**config.mk**
```make
export PLATFORM = sky130hd
export DESIGN_NAME = pokey_key_matrix
export DESIGN_NICKNAME = d
export VERILOG_FILES = /design/src/rtl/pokey_kbd_pkg.sv /design/src/rtl/pokey_key_cell.sv /design/src/rtl/pokey_key_matrix.sv
export SDC_FILE = /design/constraint.sdc
export NUM_CORES = 1
export LEC_CHECK = 0
export CAP_MARGIN = 20
export CORE_ASPECT_RATIO = 1.75
export CORE_MARGIN = 2
export CORE_UTILIZATION = 57
export DETAILED_ROUTE_END_ITERATION = 8
export HOLD_SLACK_MARGIN = 0.12
export PLACE_DENSITY_LB_ADDON = 0.15
export SLEW_MARGIN = 20
export SYNTH_ARGS = -nofsm -noshare
export SYNTH_HDL_FRONTEND = slang
export SYNTH_SLANG_ARGS = --single-unit
```
**constraint.sdc**
```tcl
create_clock -name clk -period 2.1 [get_ports clk]
set_input_delay 0.21 -clock clk [delete_from_list [all_inputs] [get_ports clk]]
set_output_delay 0.21 -clock clk [all_outputs]
set_load 0.005 [all_outputs]
```
**src/rtl/pokey_kbd_pkg.sv**
```systemverilog
// Purpose: shared event classes, modifier scan addresses and age type for the POKEY key matrix.
// Latency: n/a (definitions only).
// Backpressure: n/a.
package pokey_kbd_pkg;

    // Host event class, carried in ev_code[7:6]
    localparam logic [1:0] EV_CLASS_KEY   = 2'b00;
    localparam logic [1:0] EV_CLASS_CTRL  = 2'b01;
    localparam logic [1:0] EV_CLASS_SHIFT = 2'b10;
    localparam logic [1:0] EV_CLASS_BREAK = 2'b11;

    // Scan addresses at which the modifier line reports each modifier
    localparam logic [5:0] ADDR_CTRL  = 6'h00;
    localparam logic [5:0] ADDR_SHIFT = 6'h10;
    localparam logic [5:0] ADDR_BREAK = 6'h30;

    // Saturating count of full scan passes a key has been visible
    typedef logic [1:0] age_t;
    localparam age_t AGE_MAX = 2'd3;

endpackage

```
**src/rtl/pokey_key_cell.sv**
```systemverilog
// Purpose: one matrix key; tracks host level, scanner-visible level and passes seen while visible.
// Latency: make shows on vis_o one clk after capture; release waits for MIN_PASSES pass ticks.
// Backpressure: none; every event is accepted on the clk it arrives.
// Ports: clk, reset_n, ce, clear_i (drop everything), make_i, brk_i, pass_tick_i -> vis_o
module pokey_key_cell
    import pokey_kbd_pkg::*;
#(
    parameter int MIN_PASSES = 2
) (
    input  logic clk,
    input  logic reset_n,
    input  logic ce,
    input  logic clear_i,
    input  logic make_i,
    input  logic brk_i,
    input  logic pass_tick_i,
    output logic vis_o
);

    logic host_q, host_d;
    logic vis_q,  vis_d;
    age_t age_q,  age_d;
    age_t age_post;
    logic release_ok;

    always_comb begin
        // Age after this edge's pass tick; release qualification looks at this value
        age_post = age_q;
        if (ce && pass_tick_i && vis_q && (age_q != AGE_MAX)) begin
            age_post = age_q + 2'd1;
        end
        release_ok = ce && vis_q && !host_q && (age_post >= age_t'(MIN_PASSES));

        host_d = host_q;
        vis_d  = vis_q;
        age_d  = age_post;
        if (clear_i) begin
            host_d = 1'b0;
            vis_d  = 1'b0;
            age_d  = '0;
        end else if (make_i) begin
            // A make re-arms the key even if a release would qualify this clk
            host_d = 1'b1;
            vis_d  = 1'b1;
            age_d  = '0;
        end else begin
            if (brk_i) begin
                host_d = 1'b0;
            end
            if (release_ok) begin
                vis_d = 1'b0;
                age_d = '0;
            end
        end
    end

    always_ff @(posedge clk or negedge reset_n) begin
        if (!reset_n) begin
            host_q <= 1'b0;
            vis_q  <= 1'b0;
            age_q  <= '0;
        end else begin
            host_q <= host_d;
            vis_q  <= vis_d;
            age_q  <= age_d;
        end
    end

    assign vis_o = vis_q;

endmodule

```
**src/rtl/pokey_key_matrix.sv**
```systemverilog
// Purpose: 64-key matrix plus ctrl/shift/break lines answering the POKEY keyboard scanner.
// Latency: keyboard_response is combinational from keyboard_scan; events land one clk after capture.
// Backpressure: none; host events and all_release are always accepted.
// Ports: clk, reset_n, ce, keyboard_scan[5:0] (inverted address), ev_valid/ev_make/ev_code[7:0],
//        all_release -> keyboard_response[1:0] (active-low matrix/modifier lines), any_key_visible
module pokey_key_matrix
    import pokey_kbd_pkg::*;
#(
    parameter int MIN_PASSES = 2
) (
    input  logic       clk,
    input  logic       reset_n,
    input  logic       ce,
    input  logic [5:0] keyboard_scan,
    input  logic       ev_valid,
    input  logic       ev_make,
    input  logic [7:0] ev_code,
    input  logic       all_release,
    output logic [1:0] keyboard_response,
    output logic       any_key_visible
);

    logic [5:0]  addr;
    logic [5:0]  prev_addr_q;
    logic        pass_tick;
    logic        ev_ok;
    logic [1:0]  ev_class;
    logic [63:0] make_vec;
    logic [63:0] brk_vec;
    logic [63:0] vis;
    logic        ctrl_q,  ctrl_d;
    logic        shift_q, shift_d;
    logic        brk_q,   brk_d;

    assign addr      = ~keyboard_scan;
    assign pass_tick = ce && (addr == 6'd0) && (prev_addr_q == 6'd63);
    // all_release swallows any event arriving with it
    assign ev_ok     = ev_valid && !all_release;
    assign ev_class  = ev_code[7:6];

    always_comb begin
        make_vec = '0;
        brk_vec  = '0;
        if (ev_ok && (ev_class == EV_CLASS_KEY)) begin
            if (ev_make) begin
                make_vec[ev_code[5:0]] = 1'b1;
            end else begin
                brk_vec[ev_code[5:0]] = 1'b1;
            end
        end
    end

    always_comb begin
        ctrl_d  = ctrl_q;
        shift_d = shift_q;
        brk_d   = brk_q;
        if (all_release) begin
            ctrl_d  = 1'b0;
            shift_d = 1'b0;
            brk_d   = 1'b0;
        end else if (ev_valid) begin
            case (ev_class)
                EV_CLASS_CTRL:  ctrl_d  = ev_make;
                EV_CLASS_SHIFT: shift_d = ev_make;
                EV_CLASS_BREAK: brk_d   = ev_make;
                default: ;
            endcase
        end
    end

    always_ff @(posedge clk or negedge reset_n) begin
        if (!reset_n) begin
            ctrl_q      <= 1'b0;
            shift_q     <= 1'b0;
            brk_q       <= 1'b0;
            prev_addr_q <= '0;
        end else begin
            ctrl_q  <= ctrl_d;
            shift_q <= shift_d;
            brk_q   <= brk_d;
            if (ce) begin
                prev_addr_q <= addr;
            end
        end
    end

    for (genvar k = 0; k < 64; k++) begin : g_key
        pokey_key_cell #(
            .MIN_PASSES (MIN_PASSES)
        ) u_cell (
            .clk         (clk),
            .reset_n     (reset_n),
            .ce          (ce),
            .clear_i     (all_release),
            .make_i      (make_vec[k]),
            .brk_i       (brk_vec[k]),
            .pass_tick_i (pass_tick),
            .vis_o       (vis[k])
        );
    end

    always_comb begin
        keyboard_response    = 2'b11;
        keyboard_response[0] = ~vis[addr];
        // Modifiers only answer on column 0 of each 16-address row
        if (addr[3:0] == 4'd0) begin
            case (addr)
                ADDR_CTRL:  keyboard_response[1] = ~ctrl_q;
                ADDR_SHIFT: keyboard_response[1] = ~shift_q;
                ADDR_BREAK: keyboard_response[1] = ~brk_q;
                default:    keyboard_response[1] = 1'b1;
            endcase
        end
    end

    assign any_key_visible = |vis;

endmodule

```
==> results <==
- For the worst-skew pair, the clock arrives at the later sink with an insertion delay of 0.54 ns.
- In the post-synthesis netlist, the cell with the most instances is dfrtp_1.
- The final reports fail on negative setup slack.
- The first global-routing pass estimated 76,200 microns of wire.
- In the final layout, the multi-input gates occupy 8787 sq um.
- Setup repair after global routing could not meet its margin everywhere.
- The sequential-to-total area share from yosys stat is 0.4384.
- The number of pins exceeding their max-slew limit in the final report is 0.
- The portion of total power attributed to combinational logic is 0.064.
- The startpoint type of the worst setup path is a flop.
- The number of endpoints failing setup at the final stage is 136.
- The headroom to the max-slew limit is 0.5909.
- The area taken by flip-flops and latches is 6636 sq um.
- The internal portion of the total power is 0.008134 W.
- In this run the power spent charging and discharging nets is 0.002545 W.
- The number of antenna violations at the first check in global routing is 0.
- The flow ran to the end, but the final reports show violations.
- After clock tree synthesis, the clock-pin slew on the worst setup and hold paths is 0.07 ns.
- The via count of the first global-routing pass is 14,013.
- The placed wire-length estimate is 31,270 microns.
- Dividing the final minimum period by the clock period gives 1.255.
- Pin placement for this block handled 23 I/O pins.
- Setup slack on the critical path of the routed design comes to -0.5364 ns.
- Row generation in the floorplan step produced 78 rows.
- The growth of design area from synthesis to finish is 29.85%.
- Entering global routing, the biggest net connects 107 pins.
- In this run the static leakage power is 8.965 nW.
- The TritonCTS clock tree is done.
- Buffers placed on the I/O ports in this run total 22.
- The worst setup path is of the reg2out kind.
- The cell area that synthesis handed to floorplanning was 15,130 sq um.
- After detailed routing, the number of vias per cell comes to 6.687.
- Counting flops and latches in the post-synthesis netlist gives 265.
- The total global routing track utilization is 0.3536.
- Synthesis instantiated 59 different standard cells from the library.
- Yosys printed 0 warnings.
- The worst path in the final design needs a cycle of 2.636 ns, including I/O delays and setup.
- Along the worst path, the maximum fanout reaches 3.
- After synthesis, the cell types taking the most area are dfrtp_1, mux2i_1, ha_1, nand2_1, o211ai_1.
- Of the cells placed in the final design, the portion with a size suffix greater than 1 is 0.3024.
- The fraction of registers with async set or reset after synthesis is 1.000.
- The number of failing hold endpoints at the final stage is 0.
- The endpoint required time on the critical path is 1.89 ns.
- The peak supply drop is 772.8 uV.
- The share of total power dissipated in sequential elements is 0.481.
- The number of nets in the synthesized netlist is 1,561.
- The final-layout fill cell count is 1,747.
- The total area inside the core boundary comes to 26,060 sq um.
- dfrtp_1 takes more of the synthesized area than any other cell.
- For this configuration, the core starts out at a cell density of 0.5805.
- Of the total power, the share spent switching nets is 0.2383.
- The clock share of power is 0.456.
- The full die area is 27,910 sq um.
- The timing-limited maximum frequency is 0.3793 GHz.
- The design draws 0.01068 W.
- The worst path arrival time is 2.43 ns.
- Yosys mapped a number of flops with a built-in enable equal to 0.
- In this run the number of H-tree levels came out at 1.
- The count of max-cap constraint violations is 0.
- The share of the core filled with cells is 0.7538.
- Measured along the y axis, the die boundary spans 219.5 microns.
- After the last flow step, the layout net total stands at 1,761.
- The class of the tightest hold or removal check is in2reg.
- The clock root buffer is clkbuf_16.
- In this run, the number of DRC markers left after iteration 0 of detailed routing was 1,166.
- The clock sink total is 265.
- By count the netlist is led by dfrtp_1, nand2_1, clkbuf_1.
- The endpoint kind of the worst setup timing path is an output port.
- The power per unit of standard cell area is 543.6 nW/um^2.
- For this run, design rule violations remaining after detail routing come to 0.
- TritonCTS created 25 clock buffers.
- The first-pass detailed-route iteration total is 5.
- Synthesis produced a netlist whose cell count is 1,477.
- The routed wire length is 49,460 microns.
- Summed over all layers, the global routing overflow is 0.
- The share of synthesized area in the top cell type comes to 0.4384.
- The average cell area after synthesis is 10.24 sq um.
- In the final routed layout, each cell accounts on average for 24.56 microns.
- The number of nets with antenna violations after detailed routing is 0.
- The die is 127.1 microns wide.
- Across all layers, the routed design uses 13,468 vias.
- The pin slew with the least headroom to its limit is 0.6136 ns.
- The most used flip-flop cell after synthesis is dfrtp_1.
- The post-route clock skew is 0.01096 ns.
- In this run the deepest clock path goes through 3 buffers.
- At the end of routability-driven placement, the weighted congestion stood at 0.9355.
==> cell families after synthesis <==
family,synth area share
muxes,0.1043
xor gates and xnor gates,0.03706
adders and majority gates,0.05294
DFF,0.4384
buffers and inverters,0.04467
and+or+nand+nor,0.1773
AOI/OAI and AO/OA,0.1453
==> placed cells by master (no fill, tap or decap), types with 12 or more instances in the layout <==
| cell type | n |
|---|---|
| nor4_2 | 14 |
| o211ai_1 | 65 |
| o211a_1 | 12 |
| clkdlybuf4s50_1 | 16 |
| a21oi_1 | 29 |
| inv_1 | 48 |
| clkbuf_16 | 25 |
| mux4_2 | 15 |
| o21ai_0 | 66 |
| o32ai_1 | 16 |
| mux2_2 | 18 |
| dfrtp_1 | 261 |
| nor2_1 | 66 |
| nor3b_1 | 28 |
| mux2i_2 | 13 |
| a32o_1 | 14 |
| or3_4 | 32 |
| buf_12 | 34 |
| a211oi_1 | 12 |
| ha_1 | 64 |
| nor3_1 | 36 |
| xor2_1 | 33 |
| xnor2_1 | 25 |
| nand3b_1 | 37 |
| and3_1 | 21 |
| mux2_4 | 16 |
| nand2_1 | 132 |
| mux2i_1 | 67 |
| o2111ai_2 | 12 |
| buf_6 | 25 |
| nor4_1 | 47 |
| buf_4 | 202 |
==> worst paths after layout <==
| kind | start | endpoint | slack (ns) | depth (start not counted) |
|---|---|---|---|---|
| worst max-delay path | g_key[42].u_cell.vis_o | any_key_visible | -0.54 | 5 |
| worst min-delay path | all_release | g_key[60].u_cell.age_q[0] | 0.18 | 3 |
| worst max register to register | prev_addr_q[5] | g_key[29].u_cell.age_q[0] | -0.32 | 8 |
| worst min register to register | g_key[63].u_cell.host_q | g_key[63].u_cell.host_q | 0.53 | 2 |
| max in group asynchronous | reset_n | g_key[9].u_cell.vis_o | 1.13 | 3 |
| min in group asynchronous | reset_n | g_key[57].u_cell.age_q[0] | 0.20 | 2 |
==> layout make-up <==
class	instances	share of cell area
multi-input combinational	1048	0.4474
sequential	265	0.3379
inverter	50	0.009618
antenna	1	0.0001274
clock buffer	37	0.03771
clock inverter	6	0.005542
tap	320	0.02038
timing repair buffer	287	0.1414
==> critical path: stages, from the launching register on <==
cell,delay [ns]
dfrtp_1,0.46
nor4_1,0.43
buf_4,0.22
nand4_1,0.10
or4_4,0.54
buf_6,0.14
==> per-layer routing <==
layer / vias to the layer above / GRT usage / part of all wire
met3: 249 / 0.05414 / 0.070
met1: 6684 / 0.4031 / 0.35
met4: 0 / 0.2513 / 0.085
met2: 630 / 0.6047 / 0.49
li1: 5905 / - / -
met5: - / 0 / 0
==> registers in the layout, summed over array words and instances, names as in the netlist <==
name,flops
g_key.u_cell.vis_o,64
shift_q,1
g_key.u_cell.age_q,128
brk_q,1
ctrl_q,1
prev_addr_q,6
g_key.u_cell.host_q,64
==> timing repair <==
action | CTS | global route
hold buffers | 1 | 0
pin swaps | 53 | 58
gates resized for setup | 154 | 118
hold endpoints to repair | 136 | 0
endpoints found under the setup margin | 121 | 194
gates cloned | 7 | 0
buffers inserted | 20 | 19
==> per-stage QoR <==
stage | hold WS, ns | setup TNS, ns | worst slack, ns | area, sq um | instances
5_1_grt | 0.1931 | -25.92 | -0.6017 | 19640 | 2013
6_report | 0.1832 | -17.44 | -0.5364 | 19640 | 2014
2_1_floorplan | -0.08559 | -0.4059 | -0.02997 | 15150 | 1477
3_3_place_gp | 0.2149 | -103.43 | -0.8210 | 17350 | 1936
3_5_place_dp | 0.2170 | -116.05 | -0.8314 | 17350 | 1936
4_1_cts | 0.1719 | -23.06 | -0.3755 | 19140 | 2007
==> power by group through the flow <==
stage                     clock network (W)  registers, W  logic, W
final                               0.00487       0.00513  0.000680
after global routing                0.00507       0.00513  0.000722
after CTS                           0.00488       0.00513  0.000655
after detailed placement                  0       0.00523  0.000636
after global placement                    0       0.00523  0.000628
after floorplan                           0       0.00522  0.000262
Power figures use the tool's default switching activity.
